### src/rtl/zed_btn_conditioner.sv
// Push-button conditioner: per channel a 2-flop synchroniser, counter debounce,
// single-cycle press/release pulses and a hold-to-auto-repeat pulse train.
module zed_btn_conditioner #(
  parameter int unsigned NUM_BTN           = 2,
  parameter int unsigned DB_CYCLES         = 1000000,
  parameter int unsigned RPT_DELAY_CYCLES  = 50000000,
  parameter int unsigned RPT_PERIOD_CYCLES = 10000000
) (
  input  logic               GCLK,
  input  logic               RSTN,
  input  logic [NUM_BTN-1:0] btn_raw,
  output logic [NUM_BTN-1:0] btn_level,
  output logic [NUM_BTN-1:0] btn_press,
  output logic [NUM_BTN-1:0] btn_release,
  output logic [NUM_BTN-1:0] btn_repeat
);

  localparam int unsigned DbW    = $clog2(DB_CYCLES + 1);
  localparam int unsigned RptMax = (RPT_DELAY_CYCLES > RPT_PERIOD_CYCLES) ?
                                   RPT_DELAY_CYCLES : RPT_PERIOD_CYCLES;
  localparam int unsigned HoldW  = $clog2(RptMax + 1);

  localparam logic [DbW-1:0]   DbLast    = DbW'(DB_CYCLES - 1);
  localparam logic [HoldW-1:0] RptDelay  = HoldW'(RPT_DELAY_CYCLES);
  localparam logic [HoldW-1:0] RptPeriod = HoldW'(RPT_PERIOD_CYCLES);

  typedef enum logic [1:0] {StLow, StChkHi, StHigh, StChkLo} state_e;

  logic [NUM_BTN-1:0] s1_q, s2_q;

  always_ff @(posedge GCLK or negedge RSTN) begin
    if (!RSTN) begin
      s1_q <= '0;
      s2_q <= '0;
    end else begin
      s1_q <= btn_raw;
      s2_q <= s1_q;
    end
  end

  for (genvar i = 0; i < NUM_BTN; i++) begin : g_ch
    state_e           state_q, state_d;
    logic [DbW-1:0]   db_cnt_q, db_cnt_d, db_inc;
    logic [HoldW-1:0] hold_cnt_q, hold_cnt_d, hold_inc;
    logic             rpt_armed_q, rpt_armed_d;
    logic             level_q, level_d;
    logic             press_q, press_d;
    logic             release_q, release_d;
    logic             repeat_q, repeat_d;
    logic             db_done;

    assign db_done  = (db_cnt_q == DbLast);
    assign db_inc   = (db_cnt_q == '1) ? db_cnt_q : db_cnt_q + DbW'(1);
    assign hold_inc = (hold_cnt_q == '1) ? hold_cnt_q : hold_cnt_q + HoldW'(1);

    always_comb begin
      state_d     = state_q;
      db_cnt_d    = db_cnt_q;
      hold_cnt_d  = hold_cnt_q;
      rpt_armed_d = rpt_armed_q;
      level_d     = level_q;
      press_d     = 1'b0;
      release_d   = 1'b0;
      repeat_d    = 1'b0;

      unique case (state_q)
        StLow: begin
          db_cnt_d    = '0;
          hold_cnt_d  = '0;
          rpt_armed_d = 1'b0;
          if (s2_q[i]) state_d = StChkHi;
        end
        StChkHi: begin
          if (!s2_q[i]) begin
            state_d  = StLow;
            db_cnt_d = '0;
          end else if (db_done) begin
            state_d     = StHigh;
            db_cnt_d    = '0;
            level_d     = 1'b1;
            press_d     = 1'b1;
            hold_cnt_d  = '0;
            rpt_armed_d = 1'b0;
          end else begin
            db_cnt_d = db_inc;
          end
        end
        StHigh: begin
          db_cnt_d = '0;
          if (!s2_q[i]) state_d = StChkLo;
        end
        StChkLo: begin
          if (s2_q[i]) begin
            state_d  = StHigh;
            db_cnt_d = '0;
          end else if (db_done) begin
            state_d     = StLow;
            db_cnt_d    = '0;
            level_d     = 1'b0;
            release_d   = 1'b1;
            hold_cnt_d  = '0;
            rpt_armed_d = 1'b0;
          end else begin
            db_cnt_d = db_inc;
          end
        end
        default: state_d = StLow;
      endcase

      // Cadence survives CHK_LO bounces; the release edge itself never repeats.
      if ((state_q == StHigh || state_q == StChkLo) && state_d != StLow) begin
        if (hold_inc == (rpt_armed_q ? RptPeriod : RptDelay)) begin
          repeat_d    = 1'b1;
          hold_cnt_d  = '0;
          rpt_armed_d = 1'b1;
        end else begin
          hold_cnt_d = hold_inc;
        end
      end
    end

    always_ff @(posedge GCLK or negedge RSTN) begin
      if (!RSTN) begin
        state_q     <= StLow;
        db_cnt_q    <= '0;
        hold_cnt_q  <= '0;
        rpt_armed_q <= 1'b0;
        level_q     <= 1'b0;
        press_q     <= 1'b0;
        release_q   <= 1'b0;
        repeat_q    <= 1'b0;
      end else begin
        state_q     <= state_d;
        db_cnt_q    <= db_cnt_d;
        hold_cnt_q  <= hold_cnt_d;
        rpt_armed_q <= rpt_armed_d;
        level_q     <= level_d;
        press_q     <= press_d;
        release_q   <= release_d;
        repeat_q    <= repeat_d;
      end
    end

    assign btn_level[i]   = level_q;
    assign btn_press[i]   = press_q;
    assign btn_release[i] = release_q;
    assign btn_repeat[i]  = repeat_q;
  end

endmodule

### config.mk
export PLATFORM = sky130hd
export DESIGN_NAME = zed_btn_conditioner
export DESIGN_NICKNAME = d
export VERILOG_FILES = /design/src/rtl/zed_btn_conditioner.sv
export SDC_FILE = /design/constraint.sdc
export NUM_CORES = 1
export LEC_CHECK = 0
export ABC_AREA = 0
export CORE_UTILIZATION = 28
export DETAILED_ROUTE_END_ITERATION = 16
export SLEW_MARGIN = 40
export SYNTH_ARGS = -nofsm -noshare
export SYNTH_HDL_FRONTEND = slang
export SYNTH_SLANG_ARGS = --single-unit
### constraint.sdc
create_clock -name GCLK -period 3 [get_ports GCLK]
set_input_delay 0.3 -clock GCLK [delete_from_list [all_inputs] [get_ports GCLK]]
set_output_delay 0.3 -clock GCLK [all_outputs]
set_load 0.01 [all_outputs]
==> results of run 1 <==
==> cell usage after synthesis (8+ instances only) <==
cell	number	area share [%]
dfrtp_1	110	39
nand2_1	97	5.1
nor2_1	88	4.6
o21ai_0	58	4.1
nand3_1	45	3.2
a21oi_1	36	2.5
nand4_1	35	3.1
xor2_1	28	3.4
inv_1	24	1.3
nor3_1	22	1.5
buf_2	19	1.3
xnor2_1	18	2.2
clkbuf_1	16	0.84
nor4_1	15	1.3
or3_1	14	1.2
and4_1	12	1.5
buf_4	11	1.2
a31oi_1	9	0.79
and2_1	9	0.79
and3_1	9	0.79
a211oi_1	8	0.84
a21o_1	8	0.84
ha_1	8	1.4
nor2b_1	8	0.70
o211ai_1	8	0.84
==> flip-flops by register name, summed over array words and instances, names as in the netlist <==
register,count
g_ch.db_cnt_q,40
g_ch.hold_cnt_q,52
g_ch.level_q,2
g_ch.press_q,2
g_ch.release_q,2
g_ch.repeat_q,2
g_ch.rpt_armed_q,2
g_ch.state_q,4
s1_q,2
s2_q,2
==> placed cells by master (no fill, tap or decap), types with 9 or more instances in the layout <==
cell and n:
nor2_1 86, clkbuf_16 9, or3_1 12, xnor2_1 18, a21oi_1 32, buf_4 213, and4_1 9, dfrtp_1 107
nand3_1 43, o21ai_0 43, nor4_1 11, buf_6 9, nand2_1 93, inv_1 24, nand4_1 35, and3_1 9
xor2_1 28, o21ai_2 11, clkdlybuf4s50_1 10, nor3_1 20
==> cell type report <==
type                    instances  area [um^2]
clock buffers                   9          225
clock inverters                 7         91.3
fillers                      2507        15200
inverters                      25         93.8
multi-input cells             653         4420
flip-flops and latches        110         2760
well taps                     330          413
repair buffers                236         1870
==> power by group <==
part           internal, W  switching (W)
clock network     0.000607       0.000658
logic             0.000111       0.000226
registers          0.00150      0.0000197
total              0.00222       0.000904
==> layer usage <==
| metal | vias up | GRT usage, % |
|---|---|---|
| li1 | 3455 | - |
| met1 | 3405 | 20.8 |
| met2 | 155 | 26.5 |
| met3 | 33 | 2.54 |
| met4 | 0 | 5.23 |
| met5 | - | 0 |
==> metrics by stage <==
| stage | power, W | cell area [um^2] | setup TNS [ns] |
|---|---|---|---|
| 6_report | 0.00312 | 9870 | -2.95 |
| 5_1_grt | 0.00326 | 9870 | -6.14 |
| 4_1_cts | 0.00315 | 9630 | -1.63 |
| 3_5_place_dp | 0.00186 | 8900 | -7.01 |
| 3_3_place_gp | 0.00186 | 8900 | -6.33 |
| 2_1_floorplan | 0.00174 | 7210 | -0.0236 |
==> logic make-up after synthesis <==
group / share of synthesized area, %
adders and majority gates: 1.40
buffers and inverters: 5.19
AOI/OAI and AO/OA: 16.6
muxes: 1.63
DFF: 38.6
xor gates and xnor gates: 5.88
and+or+nand+nor: 30.7
==> worst max-delay path by stage <==
stage                                        from                                  to  slack (ns)  cells after the start
2_1_floorplan   g_ch[1].hold_cnt_q[0]$_DFFE_PN0P_  g_ch[1].hold_cnt_q[12]$_DFFE_PN0P_       -0.01                     12
3_3_place_gp    g_ch[1].hold_cnt_q[0]$_DFFE_PN0P_   g_ch[1].hold_cnt_q[7]$_DFFE_PN0P_       -0.35                     10
3_5_place_dp    g_ch[1].hold_cnt_q[0]$_DFFE_PN0P_   g_ch[1].hold_cnt_q[7]$_DFFE_PN0P_       -0.42                     10
4_1_cts         g_ch[1].hold_cnt_q[1]$_DFFE_PN0P_  g_ch[1].hold_cnt_q[14]$_DFFE_PN0P_       -0.13                     12
5_1_grt        g_ch[0].hold_cnt_q[12]$_DFFE_PN0P_  g_ch[0].hold_cnt_q[15]$_DFFE_PN0P_       -0.28                     12
6_report        g_ch[0].hold_cnt_q[0]$_DFFE_PN0P_  g_ch[0].hold_cnt_q[15]$_DFFE_PN0P_       -0.18                     12
==> timing repair <==
action,CTS,global route
cloned,1,0
pin swaps,31,26
endpoints found under the hold margin,37,0
setup endpoints to repair,32,37
gates resized for setup,56,32
setup buffers,25,11
hold buffers,1,0
==> worst max-delay path: stages (launching register included) <==
cell and delay [ns]:
dfrtp_1 0.43, ha_2 0.23, and2_4 0.19, nand3_4 0.08, or4_4 0.47, xnor2_4 0.18
nand4b_1 0.10, or4_4 0.45, a2111oi_4 0.35, buf_6 0.21, nand2b_4 0.15, buf_6 0.13
o211ai_1 0.08
==> run summary, run 1 <==
outcome - finished, violations left
H-tree depth - 3
worst clock skew - 0.0130 ns
Skew-Pair Late Insertion Delay - 0.37 ns
IO Port Bufs - 11
CTS Sinks - 110
total gr overflow - 0
Die W - 162 um
Inst Count DP - 1,317
Detail Route Antenna Nets - 0
via density per instance - 5.14
synthesized area per cell - 8.50 um^2
# diodes - 0
part of the Yosys area used for sequential elements - 38.6%
number of nets in the layout - 1,047
Cell Count, Final, Fillers Out - 1,370
number of buffers created by CTS - 9
overall routing resource usage - 15.9%
first-pass GRT wire length - 33.3 mm
worst-case clock buffer depth - 2
height of the die - 162 um
max-slew violations - 0
Hold WC Path Type - flip-flop to flip-flop
Fmax - 315 MHz
EDFF count, synth - 0
Worst R2R Start - g_ch[0].hold_cnt_q[0]$_DFFE_PN0P_
largest net degree at the start of global routing - 74
worst-margin pin slew - 0.658 ns
RSZ-0062 raised after global routing - yes
# rows - 58
Synth Instances - 839
min cycle time layout - 3.18 ns
Highest Signal Layer - met4
Metal-1 WL - 9.51 mm
Core Util, Final - 39.3%
WL final - 20.4 mm
vias in the first global route - 6,660
flop-to-flop setup slack - -0.18 ns
max-cap violations - 0
failing checks - negative setup slack
I/O pin cnt - 12
placeable core area - 25,100 um^2
crit path capture type - flip-flop
period utilization - 106%
CP startpoint kind - flip-flop
WHS Endpoint - s2_q[0]$_DFF_PN0_
average wire per standard cell - 14.9 um
ys async rst share - 100%
Post-DP HPWL - 14.5 mm
Worst EP arrival - 3.43 ns
via count - 7,048
Seq cells post-synth - 110
share of layout cells above drive strength 1 - 32.1%
YS warnings - 0
worst hold stages - 0
Area Overhead vs Synth - 38.4%
GPL Wtd Cong - 0.943
initial core utilization - 28.4%
met2 routed WL - 9.78 mm
CTS tree - built
VDD IR max - 0.253 mV
DR iter-0 viols - 464
1st-pass router iterations - 5
R2R depth - 12
final hold vios - 0
CTS root buffer - clkbuf_16
Setup Viol. Count Final - 29
worst slack, placed - -0.416 ns
CP required - 3.25 ns
Worst Slack Setup Final - -0.176 ns
Hold Slack - 0.359 ns
Syn Nets - 851
Clk pin slew, worst setup/hold paths - 0.09 ns
Crit Reg-Reg Endpoint - g_ch[0].hold_cnt_q[15]$_DFFE_PN0P_
Pleak - 4.13 nW
die area - 26,100 um^2
Residual DRC - 0
Yosys cell types - 83
initial antenna violation count - 0
WL met3 - 704 um
Hold Path Origin - s1_q[0]$_DFF_PN0_
pwr dens - 316 nW/um^2
Setup CP Type - flip-flop to flip-flop
synthesized area - 7130 um^2
Main synth FF type - dfrtp_1
Slew HR - 56.0%
worst-path maximum fanout - 8
Note: power is estimated with default switching activity, not from simulation.
==> run 2: changes to the inputs <==
CORE_MARGIN = 2   (was default)
==> run summary, run 2 (synthesis results as in run 1) <==
CTS root buffer - clkbuf_16
Area after DPL - 9010 um^2 (+1.2%)
Worst Path Buf+Inv - 2 (unchanged)
WL final - 21.2 mm (+3.9%)
Pleak - 4.11 nW (-0.59%)
Die W - 164 um (+1.2%)
via count - 7,052 (+0.057%)
max-slew violations - 0 (unchanged)
Skew-Pair Late Insertion Delay - 0.37 ns (about the same)
Hold WC Path Type - flip-flop to flip-flop
CTS tree - built
IO Port Bufs - 11 (unchanged)
1st-pass router iterations - 5 (unchanged)
period utilization - 105% (-0.57 points)
Regs by FF count - g_ch.hold_cnt_q x52, g_ch.db_cnt_q x40, g_ch.state_q x4
average wire per standard cell - 15.5 um (+3.8%)
flop-to-flop setup slack - -0.16 ns (+0.02 ns)
worst-case clock buffer depth - 2 (unchanged)
worst clock skew - 0.0168 ns (+0.00381 ns)
I/O pin cnt - 12 (unchanged)
setup TNS - -2.99 ns (-0.0332 ns)
Fmax - 317 MHz (+0.54%)
failing checks - negative setup slack
min cycle time layout - 3.16 ns (-0.0170 ns)
largest net degree at the start of global routing - 53 (-28%)
share of layout cells above drive strength 1 - 31.8% (-0.32 points)
worst slack, placed - -0.288 ns (+0.128 ns)
GPL Wtd Cong - 0.931 (-1.3%)
Residual DRC - 0 (unchanged)
outcome - finished, violations left
final hold vios - 0 (unchanged)
H-tree depth - 3 (unchanged)
CTS Sinks - 110 (unchanged)
Hold Slack - 0.363 ns (+0.00385 ns)
crit-path cells - ha_4 > nand4_4 > nor4_4 > buf_4 > a211oi_4 > xor2_1 > or3b_1 > or3_1 > a211o_4 > buf_6 > a31oi_1 > o21ai_1
Final Cell Area - 9880 um^2 (+0.13%)
Worst Slack Setup Final - -0.159 ns (+0.0170 ns)
crit path capture type - flip-flop
worst-margin pin slew - 0.647 ns (-0.0109 ns)
slowest CP cell - nor4_4
pwr dens - 323 nW/um^2 (+2.1%)
commonest cells after routing, fill and taps aside - buf_4, dfrtp_1, nand2_1
RSZ-0062 raised after global routing - yes
die area - 26,800 um^2 (+2.5%)
initial core utilization - 28.4% (unchanged)
placeable core area - 25,100 um^2 (unchanged)
first-pass GRT wire length - 34.7 mm (+4.1%)
height of the die - 164 um (+1.2%)
Detail Route Antenna Nets - 0 (unchanged)
Post-DP HPWL - 15.3 mm (+6.1%)
Most flops, register - g_ch.hold_cnt_q
# rows - 58 (unchanged)
initial antenna violation count - 0 (unchanged)
Setup CP Type - flip-flop to flip-flop
DR iter-0 viols - 513 (+11%)
delay-heaviest family, CP - simple AND/OR/NAND/NOR gates
vias in the first global route - 6,774 (+1.7%)
overall routing resource usage - 16.1% (+0.28 points)
number of buffers created by CTS - 9 (unchanged)
max-cap violations - 0 (unchanged)
CP startpoint kind - flip-flop
commonest non-fill, non-tap cell in the layout - buf_4
# diodes - 0 (unchanged)
CP required - 3.25 ns (about the same)
Worst EP arrival - 3.41 ns (-0.02 ns)
Setup Viol. Count Final - 27 (-6.9%)
via density per instance - 5.14 (about the same)
max reg flops - 52 (unchanged)
Clk pin slew, worst setup/hold paths - 0.08 ns (about the same)
total gr overflow - 0 (unchanged)
number of nets in the layout - 1,048 (+0.096%)
CP max stage delay - 0.43 ns (-0.04 ns)
VDD IR max - 0.253 mV (about the same)
Slew HR - 56.9% (+0.86 points)
worst-path maximum fanout - 6 (-2)
Area Overhead vs Synth - 38.6%
run 2: changes by cell type in the layout (fill, tap and decap cells not counted), sizes merged:
| cell | previous run | this run |
|---|---|---|
| bufinv | 0 | 1 |
| a211o | 6 | 5 |
| inv | 29 | 28 |
| buf | 225 | 227 |
| clkbuf | 9 | 10 |
| clkinv | 3 | 2 |
run 2: final timing paths:
check / from / end / depth (start not counted)
worst min-delay path: s1_q[1]$_DFF_PN0_ / s2_q[1]$_DFF_PN0_ / 0
worst max register to register: g_ch[1].hold_cnt_q[0]$_DFFE_PN0P_ / g_ch[1].hold_cnt_q[13]$_DFFE_PN0P_ / 12
min in group asynchronous: RSTN / g_ch[1].repeat_q$_DFF_PN0_ / 2
worst max-delay path: g_ch[1].hold_cnt_q[0]$_DFFE_PN0P_ / g_ch[1].hold_cnt_q[13]$_DFFE_PN0P_ / 12
worst min register to register: s1_q[1]$_DFF_PN0_ / s2_q[1]$_DFF_PN0_ / 0
max in group asynchronous: RSTN / g_ch[1].db_cnt_q[8]$_DFF_PN0_ / 3
run 2: worst reg2reg max path, delay by kind of cell, from the launching register on:
kind            cells  cell delay (ns)
flops               1             0.40
compound gates      4             0.60
buf+inv             2             0.37
simple gates        4             1.30
xor+xnor            1             0.21
fa+ha+maj           1             0.18
run 2: where the power goes:
part | leakage, nW | total [W] | internal (W) | switching, W
combinational | 2.44 | 0.000350 | 0.000132 | 0.000217
sequential | 1.51 | 0.00152 | 0.00150 | 0.0000199
clock | 0.154 | 0.00132 | 0.000674 | 0.000646
total | 4.11 | 0.00319 | 0.00230 | 0.000883
run 2: layout make-up:
type | count | area, um^2
fillers | 2527 | 15200
multi-input cells | 652 | 4420
flip-flops and latches | 110 | 2760
repair buffers | 238 | 1880
well taps | 330 | 413
clock buffers | 10 | 229
inverters | 25 | 93.8
clock inverters | 6 | 86.3
run 2: through the flow:
stage                     instances  total power [W]  util [%]
after global placement         1331          0.00189      35.9
after CTS                      1357          0.00322      38.1
after detailed placement       1331          0.00189      35.9
after floorplan                 839          0.00174         -
after global routing           1371          0.00332      39.4
final                          1371          0.00319      39.4
run 2: per-layer routing:
| layer | wire length [um] | track usage (%) | part of all wire (%) |
|---|---|---|---|
| met3 | 763 | 2.74 | 3.6 |
| met1 | 9900 | 21.8 | 47 |
| met2 | 9930 | 26.2 | 47 |
| met4 | 624 | 5.38 | 2.9 |
| met5 | 0 | 0 | 0 |
run 2: what timing repair did:
item / 4_1_cts / 5_1_grt
pin swaps: 30 / 32
setup buffers: 11 / 14
gates resized for setup: 37 / 45
endpoints found under the hold margin: 32 / 0
endpoints found under the setup margin: 41 / 41
hold buffers: 1 / 0
==> run 3: changes to the inputs <==
CTS_CLUSTER_SIZE = 30   (was default)
SETUP_SLACK_MARGIN = 0.5   (was default)
==> run summary, run 3 (synthesis results as in run 1) <==
crit path from - g_ch[1].hold_cnt_q[0]$_DFFE_PN0P_
Worst R2R Start - g_ch[1].hold_cnt_q[0]$_DFFE_PN0P_
period utilization - 102% (-3.1 points)
CP required - 3.27 ns (+0.02 ns)
# diodes - 0 (unchanged)
max-slew violations - 0 (unchanged)
gr busiest metal - met2
Worst EP arrival - 3.33 ns (-0.08 ns)
M3 GR Usage - 2.59% (-0.15 points)
1st-pass router iterations - 5 (unchanged)
min cycle time layout - 3.07 ns (-0.0934 ns)
overall routing resource usage - 15.9% (-0.29 points)
Worst Slack Setup Final - -0.0653 ns (+0.0934 ns)
Post-DP HPWL - 14.9 mm (-2.8%)
max-cap violations - 0 (unchanged)
DR iter-0 viols - 475 (-7.4%)
height of the die - 164 um (unchanged)
Residual DRC - 0 (unchanged)
commonest non-fill, non-tap cell in the layout - buf_4
I/O pin cnt - 12 (unchanged)
initial antenna violation count - 0 (unchanged)
RSZ-0062 raised after global routing - yes
die area - 26,800 um^2 (unchanged)
GPL Wtd Cong - 0.956 (+2.7%)
worst-margin pin slew - 0.532 ns (-0.115 ns)
placeable core area - 25,100 um^2 (unchanged)
first-pass GRT wire length - 34.2 mm (-1.3%)
initial core utilization - 28.4% (unchanged)
Hold WC Path Type - primary input to async pin
Pleak - 4.12 nW (+0.39%)
vias in the first global route - 6,936 (+2.4%)
outcome - finished, violations left
Core Util, Final - 39.9% (+0.58 points)
Reg area - 2760 um^2 (about the same)
worst-path maximum fanout - 13 (+7)
R2R depth - 11 (-1)
Die W - 164 um (unchanged)
Fmax - 326 MHz (+3.0%)
Final Cell Area - 10,000 um^2 (+1.5%)
CTS root buffer - clkbuf_16
worst clock skew - 0.0194 ns (+0.00254 ns)
H-tree depth - 3 (unchanged)
total gr overflow - 0 (unchanged)
Multi-input gate area - 4530 um^2 (+2.4%)
Area Overhead vs Synth - 40.6%
share of layout cells above drive strength 1 - 33.7% (+1.9 points)
largest net degree at the start of global routing - 96 (+81%)
VDD IR max - 0.250 mV (-1.1%)
via count - 7,040 (-0.17%)
CTS Sinks - 110 (unchanged)
number of nets in the layout - 1,039 (-0.86%)
number of buffers created by CTS - 9 (unchanged)
IO Port Bufs - 11 (unchanged)
CTS tree - built
Fill cells - 2,499 (-1.1%)
Detail Route Antenna Nets - 0 (unchanged)
Most flops, register - g_ch.hold_cnt_q
crit path capture type - flip-flop
Slew HR - 64.5% (+7.7 points)
commonest cells after routing, fill and taps aside - buf_4, dfrtp_1, nand2_1
Setup CP Type - flip-flop to flip-flop
CP startpoint kind - flip-flop
Clk pin slew, worst setup/hold paths - 0.09 ns (about the same)
Setup Viol. Count Final - 10 (-63%)
worst-case clock buffer depth - 2 (unchanged)
met1 usage - 20.2% (-1.6 points)
final hold vios - 0 (unchanged)
average wire per standard cell - 15.6 um (+0.61%)
global routing met2 resource utilization - 26.9% (+0.71 points)
Area after DPL - 8970 um^2 (-0.44%)
max reg flops - 52 (unchanged)
Crit Reg-Reg Endpoint - g_ch[1].hold_cnt_q[13]$_DFFE_PN0P_
Regs by FF count - g_ch.hold_cnt_q x52, g_ch.db_cnt_q x40, g_ch.state_q x4
# rows - 58 (unchanged)
flop-to-flop setup slack - -0.07 ns (+0.09 ns)
via density per instance - 5.17 (+0.49%)
Skew-Pair Late Insertion Delay - 0.38 ns (about the same)
WL final - 21.2 mm (about the same)
pwr dens - 332 nW/um^2 (+2.8%)
failing checks - negative setup slack
-- run 3: cell count changes in the layout (fill, tap and decap cells not counted), moves of 3 or more --
| cell | before | now |
|---|---|---|
| buf_4 | 216 | 196 |
| o21ai_0 | 46 | 32 |
| o21ai_1 | 7 | 18 |
| buf_12 | 3 | 7 |
| nand3_1 | 42 | 38 |
| nor3_1 | 20 | 17 |
| nor3_2 | 2 | 5 |
-- run 3: layout make-up --
cell class / count / share of cell area [%]
Inverter: 25 / 0.936
Sequential cell: 110 / 27.5
Clock inverter: 7 / 0.861
Multi-Input combinational cell: 652 / 45.1
Tap cell: 330 / 4.12
Clock buffer: 9 / 2.25
Timing Repair Buffer: 229 / 19.2
-- run 3: metal layers --
metal / vias up / share of wire, %
li1: 3439 / -
met1: 3411 / 46
met2: 151 / 48
met3: 39 / 3.5
met4: 0 / 2.5
met5: - / 0
-- run 3: stage by stage --
stage | instances | total power [W] | hold WS (ns) | setup slack, ns | setup TNS [ns]
2_1_floorplan | 839 | 0.00177 | 0.00441 | -0.0111 | -0.0111
3_3_place_gp | 1310 | 0.00186 | 0.192 | -0.204 | -2.41
3_5_place_dp | 1310 | 0.00187 | 0.192 | -0.190 | -3.28
4_1_cts | 1351 | 0.00332 | 0.344 | -0.0612 | -0.417
5_1_grt | 1362 | 0.00345 | 0.361 | -0.193 | -3.01
6_report | 1362 | 0.00333 | 0.346 | -0.0653 | -0.285
-- run 3: how the worst max path moves through the flow --
stage | depth (start not counted) | endpoint | slack [ns]
after global routing | 11 | g_ch[1].hold_cnt_q[12]$_DFFE_PN0P_ | -0.19
after global placement | 10 | g_ch[1].hold_cnt_q[7]$_DFFE_PN0P_ | -0.20
final | 11 | g_ch[1].hold_cnt_q[13]$_DFFE_PN0P_ | -0.07
after CTS | 10 | g_ch[0].hold_cnt_q[14]$_DFFE_PN0P_ | -0.06
after floorplan | 12 | g_ch[0].hold_cnt_q[14]$_DFFE_PN0P_ | -0.01
after detailed placement | 10 | g_ch[1].hold_cnt_q[7]$_DFFE_PN0P_ | -0.19
-- run 3: worst max-delay path: stages, from the launching register on --
cell and delay (ns):
dfrtp_1 0.41, ha_4 0.17, and4_1 0.20, nand4_1 0.25
or2_1 0.35, nor3_2 0.24, a22oi_2 0.10, or4_4 0.53
a211o_1 0.30, buf_12 0.16, a31oi_1 0.17, o21ai_1 0.07
-- run 3: where the power goes --
| group | switching, W | internal [W] |
|---|---|---|
| Sequential | 0.0000199 | 0.00150 |
| Combinational | 0.000283 | 0.000270 |
| Clock | 0.000656 | 0.000598 |
| Total | 0.000959 | 0.00237 |
-- run 3: timing repair --
item	CTS	global route
cloned	2	2
hold buffers	1	0
endpoints found under the setup margin	56	76
buffers inserted	22	9
resized for setup	52	50
hold endpoints to repair	15	0
pin swaps	23	20
==> variant: new RTL, settings of run 2 <==
Encoding of `state_e`: now one-hot (4 bits for 4 states).
--- a/src/rtl/zed_btn_conditioner.sv
+++ b/src/rtl/zed_btn_conditioner.sv
@@ -25,5 +25,5 @@
   localparam logic [HoldW-1:0] RptPeriod = HoldW'(RPT_PERIOD_CYCLES);
 
-  typedef enum logic [1:0] {StLow, StChkHi, StHigh, StChkLo} state_e;
+  typedef enum logic [3:0] {StLow = 4'b0001, StChkHi = 4'b0010, StHigh = 4'b0100, StChkLo = 4'b1000} state_e;
 
   logic [NUM_BTN-1:0] s1_q, s2_q;
Formal check against the unedited RTL: same outputs for any inputs over 10 cycles, from zero or initial values and one cycle with RSTN low; not proved beyond that.
==> variant against run 2 <==
- routed wire length fell by 2.1%
- setup slack gained 0.22 ns
- final area is 3.1% lower
- first-iteration DRC count grew 7.2%
- sequential cell count grew 4
- area after synthesis up 6.9%
- critical endpoint is now g_ch[0].hold_cnt_q[10]$_DFFE_PN0P_
- hold slack lost 0.039 ns
- power increased by 36%
- highest routed layer unchanged
==> variant: results (changes against run 2) <==
- CP arrival: 3.25 ns (-0.16 ns)
- Post-CTS resize count: 3 (-92%)
- Layout cells sized above 1: 0.204 (-0.114)
- Met3 wire len: 832 um (+9.0%)
- Status: finished, final reports clean
- Clock insertion delay at the later pin of the skew report: 0.43 ns (+0.06 ns)
- Leakage: 3.85 nW (-6.2%)
- Slew margin rel.: 0.557 (-0.0117)
- Dpl cell area: 8690 um2 (-3.5%)
- Compound-gate portion of the synthesized area: 0.165 (-0.00103)
- Setup WS post-layout: 0.0619 ns (+0.221 ns)
- Non-clk invs: 13 (-48%)
- Multi-In Gates: 724 (+11%)
- Largest cells by area after synthesis: dfrtp_1 37%, nor2_1 5.1%, nand2_1 4.9%, nand4_1 3.5%, nand3_1 3.4%
- Number of fill cells in the layout: 2,728 (+8.0%)
- Clock buffers: 20 (+10)
- Setup Skew: 0.00862 ns (-0.00819 ns)
- Final net count: 1,005 (-4.1%)
- VDD IR-drop max: 0.382 mV (+51%)
- Sequential cell area: 2860 um2 (+3.8%)
- Clk cell area share: 0.0666 (+0.0348)
- DP Worst Slack: -0.0225 ns (+0.266 ns)
- Mux cell area share after synthesis: 0.0212 (+0.00485)
- Post CTS Setup Buffer Count: 0 (-11)
- CTS Sinks: 114 (+3.6%)
- Gpl congestion: 0.932 (about the same)
- Met2 usage: 0.242 (-0.0204)
- Psw: 1.13 mW (+28%)
- Yosys cell types: 77 (-7.2%)
- Non-clock buffering overhead: 0.107 (-0.0832)
- Vias after detailed routing: 7,348 (+4.2%)
- Cell area after synthesis: 7620 um2 (+6.9%)
- GR Util All Layers: 0.147 (-0.0149)
- HPWL after DPL: 14.8 mm (-3.5%)
- Vias/cell: 5.44 (+5.7%)
- Clk pwr: 2.19 mW (+66%)
- H-tree levels: 4 (+1)
==> variant: worst max-delay path, cell delays in order, from the launching register on <==
cell and delay (ns):
dfrtp_1 0.39, buf_4 0.16, nand4_1 0.17, nor2_1 0.26
buf_6 0.19, nand3_2 0.14, o21a_2 0.26, nor4_4 0.25
nand4b_1 0.14, a2111o_1 0.45, buf_4 0.17, a32o_1 0.24
==> variant: how the worst min path moves through the flow <==
stage               slack, ns                              end  depth (start not counted)
CTS                      0.32                s1_q[0]$_DFF_PN0_                          1
finish                   0.32                s1_q[0]$_DFF_PN0_                          1
detailed placement       0.24      g_ch[1].level_q$_DFFE_PN0P_                          1
global route             0.32                s1_q[0]$_DFF_PN0_                          1
global placement         0.24      g_ch[1].level_q$_DFFE_PN0P_                          1
floorplan               0.004  g_ch[0].db_cnt_q[0]$_DFFE_PN0P_                          0
